$ cat src/rtl/spi_txn_arbiter.sv
// spi_txn_arbiter: shares one SPI master between NREQ requesters.
// One 1..3 byte transaction at a time, round-robin grant, per-byte
// timeout, and a minimum chip-select idle gap between transactions.
module spi_txn_arbiter #(
    parameter int NREQ    = 2,
    parameter int TIMEOUT = 1023,
    parameter int CSGAP   = 4
) (
    input  logic                 clk,
    input  logic                 rst,
    input  logic [NREQ-1:0]      req_valid,
    output logic [NREQ-1:0]      req_ready,
    input  logic [3*NREQ-1:0]    req_chip,
    input  logic [2*NREQ-1:0]    req_nbytes,
    input  logic [24*NREQ-1:0]   req_bytes,
    output logic [NREQ-1:0]      rsp_valid,
    output logic [7:0]           rsp_data,
    output logic                 rsp_err,
    output logic                 busy,
    output logic [7:0]           spitx,
    output logic                 spitxdv,
    input  logic                 spitxready,
    input  logic [7:0]           spirx,
    input  logic                 spirxdv,
    output logic [7:0]           spics,
    output logic [2:0]           spimisossel
);

    localparam int PW = (NREQ > 2) ? 2 : 1;

    typedef logic [PW-1:0] idx_t;
    typedef logic [PW:0]   cand_t;

    // Last count value before giving up, and last gap cycle before IDLE.
    localparam logic [9:0] TMO_LAST = 10'(TIMEOUT - 1);
    localparam logic [9:0] GAP_LAST = 10'(CSGAP - 1);

    typedef enum logic [2:0] {
        IDLE     = 3'd0,
        SELECT   = 3'd1,
        WAIT_RDY = 3'd2,
        PULSE    = 3'd3,
        HOLD     = 3'd4,
        WAIT_RX  = 3'd5,
        DONE     = 3'd6,
        GAP      = 3'd7
    } state_t;

    // One-hot vector with bit i set.
    function automatic logic [NREQ-1:0] onehot(input idx_t i);
        logic [NREQ-1:0] v;
        for (int k = 0; k < NREQ; k++) begin
            v[k] = (i == idx_t'(k));
        end
        return v;
    endfunction

    // Pick byte i out of a 3-byte payload.
    function automatic logic [7:0] byte_sel(input logic [23:0] b, input logic [1:0] i);
        logic [7:0] r;
        case (i)
            2'd0:    r = b[7:0];
            2'd1:    r = b[15:8];
            default: r = b[23:16];
        endcase
        return r;
    endfunction

    // Active-low chip select pattern for one chip.
    function automatic logic [7:0] cs_mask(input logic [2:0] chip);
        return ~(8'h01 << chip);
    endfunction

    // Unpacked views of the per-requester fields.
    logic [2:0]  chip_a   [NREQ];
    logic [1:0]  nbytes_a [NREQ];
    logic [23:0] bytes_a  [NREQ];

    for (genvar g = 0; g < NREQ; g++) begin : g_unpack
        assign chip_a[g]   = req_chip[3*g +: 3];
        assign nbytes_a[g] = req_nbytes[2*g +: 2];
        assign bytes_a[g]  = req_bytes[24*g +: 24];
    end

    state_t          state_r, state_next_s;
    logic [9:0]      cnt_r, cnt_next_s;
    idx_t            ptr_r, ptr_next_s;
    idx_t            owner_r, owner_next_s;
    logic [2:0]      chip_r, chip_next_s;
    logic [1:0]      nbytes_r, nbytes_next_s;
    logic [23:0]     bytes_r, bytes_next_s;
    logic [1:0]      byte_idx_r, byte_idx_next_s;
    logic [7:0]      rx_r, rx_next_s;
    logic            err_r, err_next_s;
    logic [7:0]      spics_r, spics_next_s;
    logic [7:0]      spitx_r, spitx_next_s;
    logic            spitxdv_r, spitxdv_next_s;
    logic [2:0]      misosel_r, misosel_next_s;
    logic [NREQ-1:0] rsp_valid_r, rsp_valid_next_s;
    logic [7:0]      rsp_data_r, rsp_data_next_s;
    logic            rsp_err_r, rsp_err_next_s;
    logic [NREQ-1:0] req_ready_s;

    logic            grant_found_s;
    idx_t            grant_s;
    cand_t           cand_s;
    logic            hit_s;

    // Round-robin scan: first asserted req_valid at or above the pointer, with wrap.
    always_comb begin
        grant_found_s = 1'b0;
        grant_s       = '0;
        cand_s        = '0;
        hit_s         = 1'b0;
        for (int k = 0; k < NREQ; k++) begin
            cand_s        = {1'b0, ptr_r} + cand_t'(k);
            cand_s        = (cand_s >= cand_t'(NREQ)) ? (cand_s - cand_t'(NREQ)) : cand_s;
            hit_s         = !grant_found_s && req_valid[cand_s[PW-1:0]];
            grant_s       = hit_s ? cand_s[PW-1:0] : grant_s;
            grant_found_s = grant_found_s | hit_s;
        end
    end

    // Next-state and next-register values for the transaction sequencer.
    always_comb begin
        state_next_s     = state_r;
        ptr_next_s       = ptr_r;
        owner_next_s     = owner_r;
        chip_next_s      = chip_r;
        nbytes_next_s    = nbytes_r;
        bytes_next_s     = bytes_r;
        byte_idx_next_s  = byte_idx_r;
        rx_next_s        = rx_r;
        err_next_s       = err_r;
        spics_next_s     = spics_r;
        spitx_next_s     = spitx_r;
        spitxdv_next_s   = 1'b0;
        misosel_next_s   = misosel_r;
        rsp_valid_next_s = '0;
        rsp_data_next_s  = rsp_data_r;
        rsp_err_next_s   = rsp_err_r;
        req_ready_s      = '0;

        case (state_r)
            IDLE: begin
                if (grant_found_s) begin
                    req_ready_s     = onehot(grant_s);
                    owner_next_s    = grant_s;
                    chip_next_s     = chip_a[grant_s];
                    nbytes_next_s   = nbytes_a[grant_s];
                    bytes_next_s    = bytes_a[grant_s];
                    byte_idx_next_s = 2'd0;
                    if (nbytes_a[grant_s] == 2'd0) begin
                        // Illegal length: report an error without touching the SPI pins.
                        err_next_s   = 1'b1;
                        rx_next_s    = 8'hFF;
                        state_next_s = DONE;
                    end else begin
                        err_next_s   = 1'b0;
                        rx_next_s    = 8'h00;
                        state_next_s = SELECT;
                    end
                end else begin
                    state_next_s = IDLE;
                end
            end
            SELECT: begin
                spics_next_s   = cs_mask(chip_r);
                misosel_next_s = chip_r;
                spitx_next_s   = bytes_r[7:0];
                state_next_s   = WAIT_RDY;
            end
            WAIT_RDY: begin
                if (spitxready) begin
                    spitxdv_next_s = 1'b1;
                    state_next_s   = PULSE;
                end else if (cnt_r == TMO_LAST) begin
                    err_next_s   = 1'b1;
                    rx_next_s    = 8'hFF;
                    state_next_s = DONE;
                end else begin
                    state_next_s = WAIT_RDY;
                end
            end
            PULSE: begin
                if (byte_idx_r == (nbytes_r - 2'd1)) begin
                    state_next_s = WAIT_RX;
                end else begin
                    byte_idx_next_s = byte_idx_r + 2'd1;
                    spitx_next_s    = byte_sel(bytes_r, byte_idx_r + 2'd1);
                    state_next_s    = HOLD;
                end
            end
            HOLD: begin
                // Gives the master a cycle to drop spitxready after the strobe.
                state_next_s = WAIT_RDY;
            end
            WAIT_RX: begin
                // Earlier bytes' rx strobes land in WAIT_RDY/HOLD, so the first one here is the last byte.
                if (spirxdv) begin
                    rx_next_s    = spirx;
                    state_next_s = DONE;
                end else if (cnt_r == TMO_LAST) begin
                    err_next_s   = 1'b1;
                    rx_next_s    = 8'hFF;
                    state_next_s = DONE;
                end else begin
                    state_next_s = WAIT_RX;
                end
            end
            DONE: begin
                spics_next_s     = 8'hFF;
                rsp_valid_next_s = onehot(owner_r);
                rsp_data_next_s  = rx_r;
                rsp_err_next_s   = err_r;
                ptr_next_s       = (owner_r == idx_t'(NREQ - 1)) ? idx_t'(0) : (owner_r + idx_t'(1));
                state_next_s     = GAP;
            end
            GAP: begin
                if (cnt_r == GAP_LAST) begin
                    state_next_s = IDLE;
                end else begin
                    state_next_s = GAP;
                end
            end
            default: begin
                spics_next_s = 8'hFF;
                state_next_s = IDLE;
            end
        endcase

        // One counter serves both timeouts and the gap: it restarts on every state change.
        if ((state_next_s != state_r) || (state_r == IDLE)) begin
            cnt_next_s = 10'd0;
        end else begin
            cnt_next_s = cnt_r + 10'd1;
        end
    end

    // State and datapath registers; reset returns every pin to its idle level.
    always_ff @(posedge clk) begin
        if (rst) begin
            state_r     <= IDLE;
            cnt_r       <= 10'd0;
            ptr_r       <= '0;
            owner_r     <= '0;
            chip_r      <= 3'd0;
            nbytes_r    <= 2'd0;
            bytes_r     <= 24'd0;
            byte_idx_r  <= 2'd0;
            rx_r        <= 8'd0;
            err_r       <= 1'b0;
            spics_r     <= 8'hFF;
            spitx_r     <= 8'd0;
            spitxdv_r   <= 1'b0;
            misosel_r   <= 3'd0;
            rsp_valid_r <= '0;
            rsp_data_r  <= 8'd0;
            rsp_err_r   <= 1'b0;
        end else begin
            state_r     <= state_next_s;
            cnt_r       <= cnt_next_s;
            ptr_r       <= ptr_next_s;
            owner_r     <= owner_next_s;
            chip_r      <= chip_next_s;
            nbytes_r    <= nbytes_next_s;
            bytes_r     <= bytes_next_s;
            byte_idx_r  <= byte_idx_next_s;
            rx_r        <= rx_next_s;
            err_r       <= err_next_s;
            spics_r     <= spics_next_s;
            spitx_r     <= spitx_next_s;
            spitxdv_r   <= spitxdv_next_s;
            misosel_r   <= misosel_next_s;
            rsp_valid_r <= rsp_valid_next_s;
            rsp_data_r  <= rsp_data_next_s;
            rsp_err_r   <= rsp_err_next_s;
        end
    end

    assign req_ready   = req_ready_s;
    assign busy        = (state_r != IDLE);
    assign rsp_valid   = rsp_valid_r;
    assign rsp_data    = rsp_data_r;
    assign rsp_err     = rsp_err_r;
    assign spitx       = spitx_r;
    assign spitxdv     = spitxdv_r;
    assign spics       = spics_r;
    assign spimisossel = misosel_r;

endmodule

$ cat config.mk
export PLATFORM = sky130hd
export DESIGN_NAME = spi_txn_arbiter
export DESIGN_NICKNAME = d
export VERILOG_FILES = /design/src/rtl/spi_txn_arbiter.sv
export SDC_FILE = /design/constraint.sdc
export NUM_CORES = 1
export LEC_CHECK = 0
export BUFFER_PORTS_ARGS = -buffer_cell sky130_fd_sc_hd__buf_2
export CAP_MARGIN = 30
export CELL_PAD_IN_SITES_DETAIL_PLACEMENT = 1
export CELL_PAD_IN_SITES_GLOBAL_PLACEMENT = 2
export CORE_ASPECT_RATIO = 1.5
export CORE_MARGIN = 2
export CORE_UTILIZATION = 34
export CTS_BUF_LIST = sky130_fd_sc_hd__clkbuf_16
export CTS_CLUSTER_DIAMETER = 100
export CTS_CLUSTER_SIZE = 14
export DETAILED_ROUTE_END_ITERATION = 10
export GPL_ROUTABILITY_DRIVEN = 0
export PLACE_DENSITY = 0.95
export SYNTH_ARGS = -nofsm -noshare
export SYNTH_HDL_FRONTEND = slang
export SYNTH_SLANG_ARGS = --single-unit
$ cat constraint.sdc
create_clock -name clk -period 3 [get_ports clk]
set_input_delay 0.6 -clock clk [delete_from_list [all_inputs] [get_ports clk]]
set_output_delay 0.6 -clock clk [all_outputs]
set_load 0.01 [all_outputs]
==> flow_summary.ini <==
[status]
outcome = complete, no violations

[yosys]
synth_area_leaders = dfxtp_1, a211oi_1, mux2i_1
syn_nets = 558
syn_area_sq_um = 4209
syn_avg_cell_area_sq_um = 8.732
ys_ff_latch = 86
synth.largest_area_cell = dfxtp_1
yosys-top-cells-count = dfxtp_1, nor2_1, a211oi_1
yosysUniqueCellTypes = 56
ys_seq_area_frac = 0.4090
synthArstFlopShare = 0
synth.top_cell.area_share = 0.4090
yosysMostFrequentCell = dfxtp_1
synth_cells = 482
synth_edf_count = 0
yosysWarningCount = 0
synthFlopType = dfxtp_1

[floorplan]
die_h_um = 140.3
num_rows = 49
die_width_um = 94.85
die_area_sq_um = 13300
design.core.area_sq_um = 12020
start_util = 0.3503
num_io_pins = 106

[timing]
relSlewSlack = 0.4452
hold_violations = 0
skew_ns = 0.007353
setup_tns_ns = 0
slew_viol_final = 0
fin_crit_ns = 2.490
tightest_slew_ns = 0.8297
rsz0062_at_grt = no
finalCritPeriodShare = 0.8300
max_freq_mhz = 401.6
setup_viol_count_final = 0

[clock_tree]
post_cts_resized = 0
numCtsBuffers = 9
htreeDepth = 3
clkTransAtPathRegs_ns = 0.06
cts_sinks = 86
cts_hold_buf = 0
clockBufferDepth = 2
cts_tree = done
post_cts_buffers = 0
cts_root_buffer = clkbuf_16
clock_latency_ns = 0.35

[critical_path]
cp-start-kind = flip-flop
crit_fanout = 19
worst_setup_path_end_kind = output port
slowest_delay_ns = 0.53
worst-endpoint-arrival_ns = 1.89
slowest_stage = or3_1
crit_family = simple AND/OR/NAND/NOR gates
crit_buf_inv = 1
critPathRequiredTime_ns = 2.40
crit_chain = or3_1 > nand2b_4 > a21oi_1 > buf_2
worst-setup-path-type = reg -> out

[cells_and_area]
utilization = 0.4224
fill_cells = 1466
synthToLayoutAreaGrowth_pct = 20.60
num_antenna_cells = 0
layout-drive-gt1-share = 0.2416
nets = 639

[pwr]
vdd_drop_max_mv = 0.3892
p_leak_uw = 0.002157
pwr_density_cell_nw_per_um2 = 912.4

[drt]
wirelength_mm = 11.97
drc = 0
ant_nets = 0
detail_route.wl_per_cell_um = 16.62
initialDrtViolationCount = 151
via_per_inst = 5.393
vias = 3883
dr.pass1.iters = 4

[grt]
grt_pass1_vias = 3907
grt_max_degree = 59
grt_first_pass_wirelength_mm = 19.38
grt_usage = 0.1860
antenna_found_initial = 0
grt_overflow = 0

[worst_hold_path]
hp-class = reg -> reg

[run]
drv_cap = 0

[placed_design]
numPortBuffers = 105
place_hpwl_mm = 8.855
[final cells by class]
cell class	count	area (sq um)	area share
multi-input cells	346	2273	0.4479
inverters	10	37.54	0.007395
clock buffers	9	225.2	0.04437
clock inverters	6	63.81	0.01257
flip-flops and latches	86	1722	0.3392
repair buffers	110	563.0	0.1109
well taps	153	191.4	0.03771
[registers in the layout, summed over array words and instances, names as in the netlist, 2 cells and up]
signal,cells
nbytes_r,2
rx_r,8
cnt_r,10
spics,8
spimisossel,3
rsp_data,8
bytes_r,24
byte_idx_r,2
state_r,3
spitx,8
rsp_valid,2
chip_r,3
[through the flow]
stage          cells  power [uW]  hold slack, ns  instance area (sq um)  setup WS [ns]
2_1_floorplan    482        3063          0.4421                   4209          1.036
3_3_place_gp     705        3448          0.4531                   4787         0.9125
3_5_place_dp     705        3546          0.4651                   4787         0.8207
4_1_cts          720        4672          0.4737                   5076         0.5220
5_1_grt          720        4938          0.5045                   5076         0.4009
6_report         720        4632          0.4696                   5076         0.5101
[layout by cell type (no fill, tap or decap), types with 5 or more instances in the layout]
cell / netlist / final
buf_2: 16 / 105
dfxtp_1: 86 / 86
nor2_1: 71 / 70
a211oi_1: 64 / 64
mux2i_1: 38 / 38
nand2_1: 29 / 28
o21ai_0: 24 / 24
a21oi_1: 20 / 20
inv_1: 10 / 10
clkbuf_16: 0 / 9
a22o_1: 8 / 8
a22oi_1: 8 / 8
nand3_1: 7 / 7
nand2b_1: 5 / 5
nand4_1: 5 / 5
xor2_1: 5 / 5
buf_4: 0 / 5
[kinds of logic (layout without fill, tap and decap cells)]
logic type,after synthesis,count (layout),share of synthesized area
AO/OA/AOI/OAI,146,146,0.2467
buffers and inverters,50,135,0.05321
multiplexers,39,39,0.09304
flip-flops,86,86,0.4090
AND/OR/NAND/NOR,148,148,0.1674
XOR/XNOR,9,9,0.01873
adder cells (fa/ha/maj),4,4,0.01189
[final timing paths]
path | from | endpoint | slack [ns] | cells after the start
max | state_r[1] | req_ready[0] | 0.51 | 4
min | spimisossel[2] | spimisossel[2] | 0.47 | 2
max reg2reg | state_r[1] | cnt_r[4] | 0.84 | 4
min reg2reg | spimisossel[2] | spimisossel[2] | 0.47 | 2
[metal layers]
metal | wire length [um] | up-vias | GRT usage
li1 | - | 1922 | -
met1 | 4812 | 1845 | 0.2139
met2 | 6300 | 90 | 0.3247
met3 | 443 | 26 | 0.02582
met4 | 412 | 0 | 0.1022
met5 | 0 | - | 0
[tightest hold or removal path, delay by kind of cell (launching register included)]
family | cells | cell delay [ns]
simple gates | 1 | 0.05
compound gates | 1 | 0.06
flops | 1 | 0.31
[power breakdown]
| group | internal (uW) | switching (uW) |
|---|---|---|
| Combinational | 698 | 1060 |
| Sequential | 1480 | 283 |
| Clock | 639 | 471 |
| Total | 2810 | 1820 |
(Power assumes the default switching activity.)
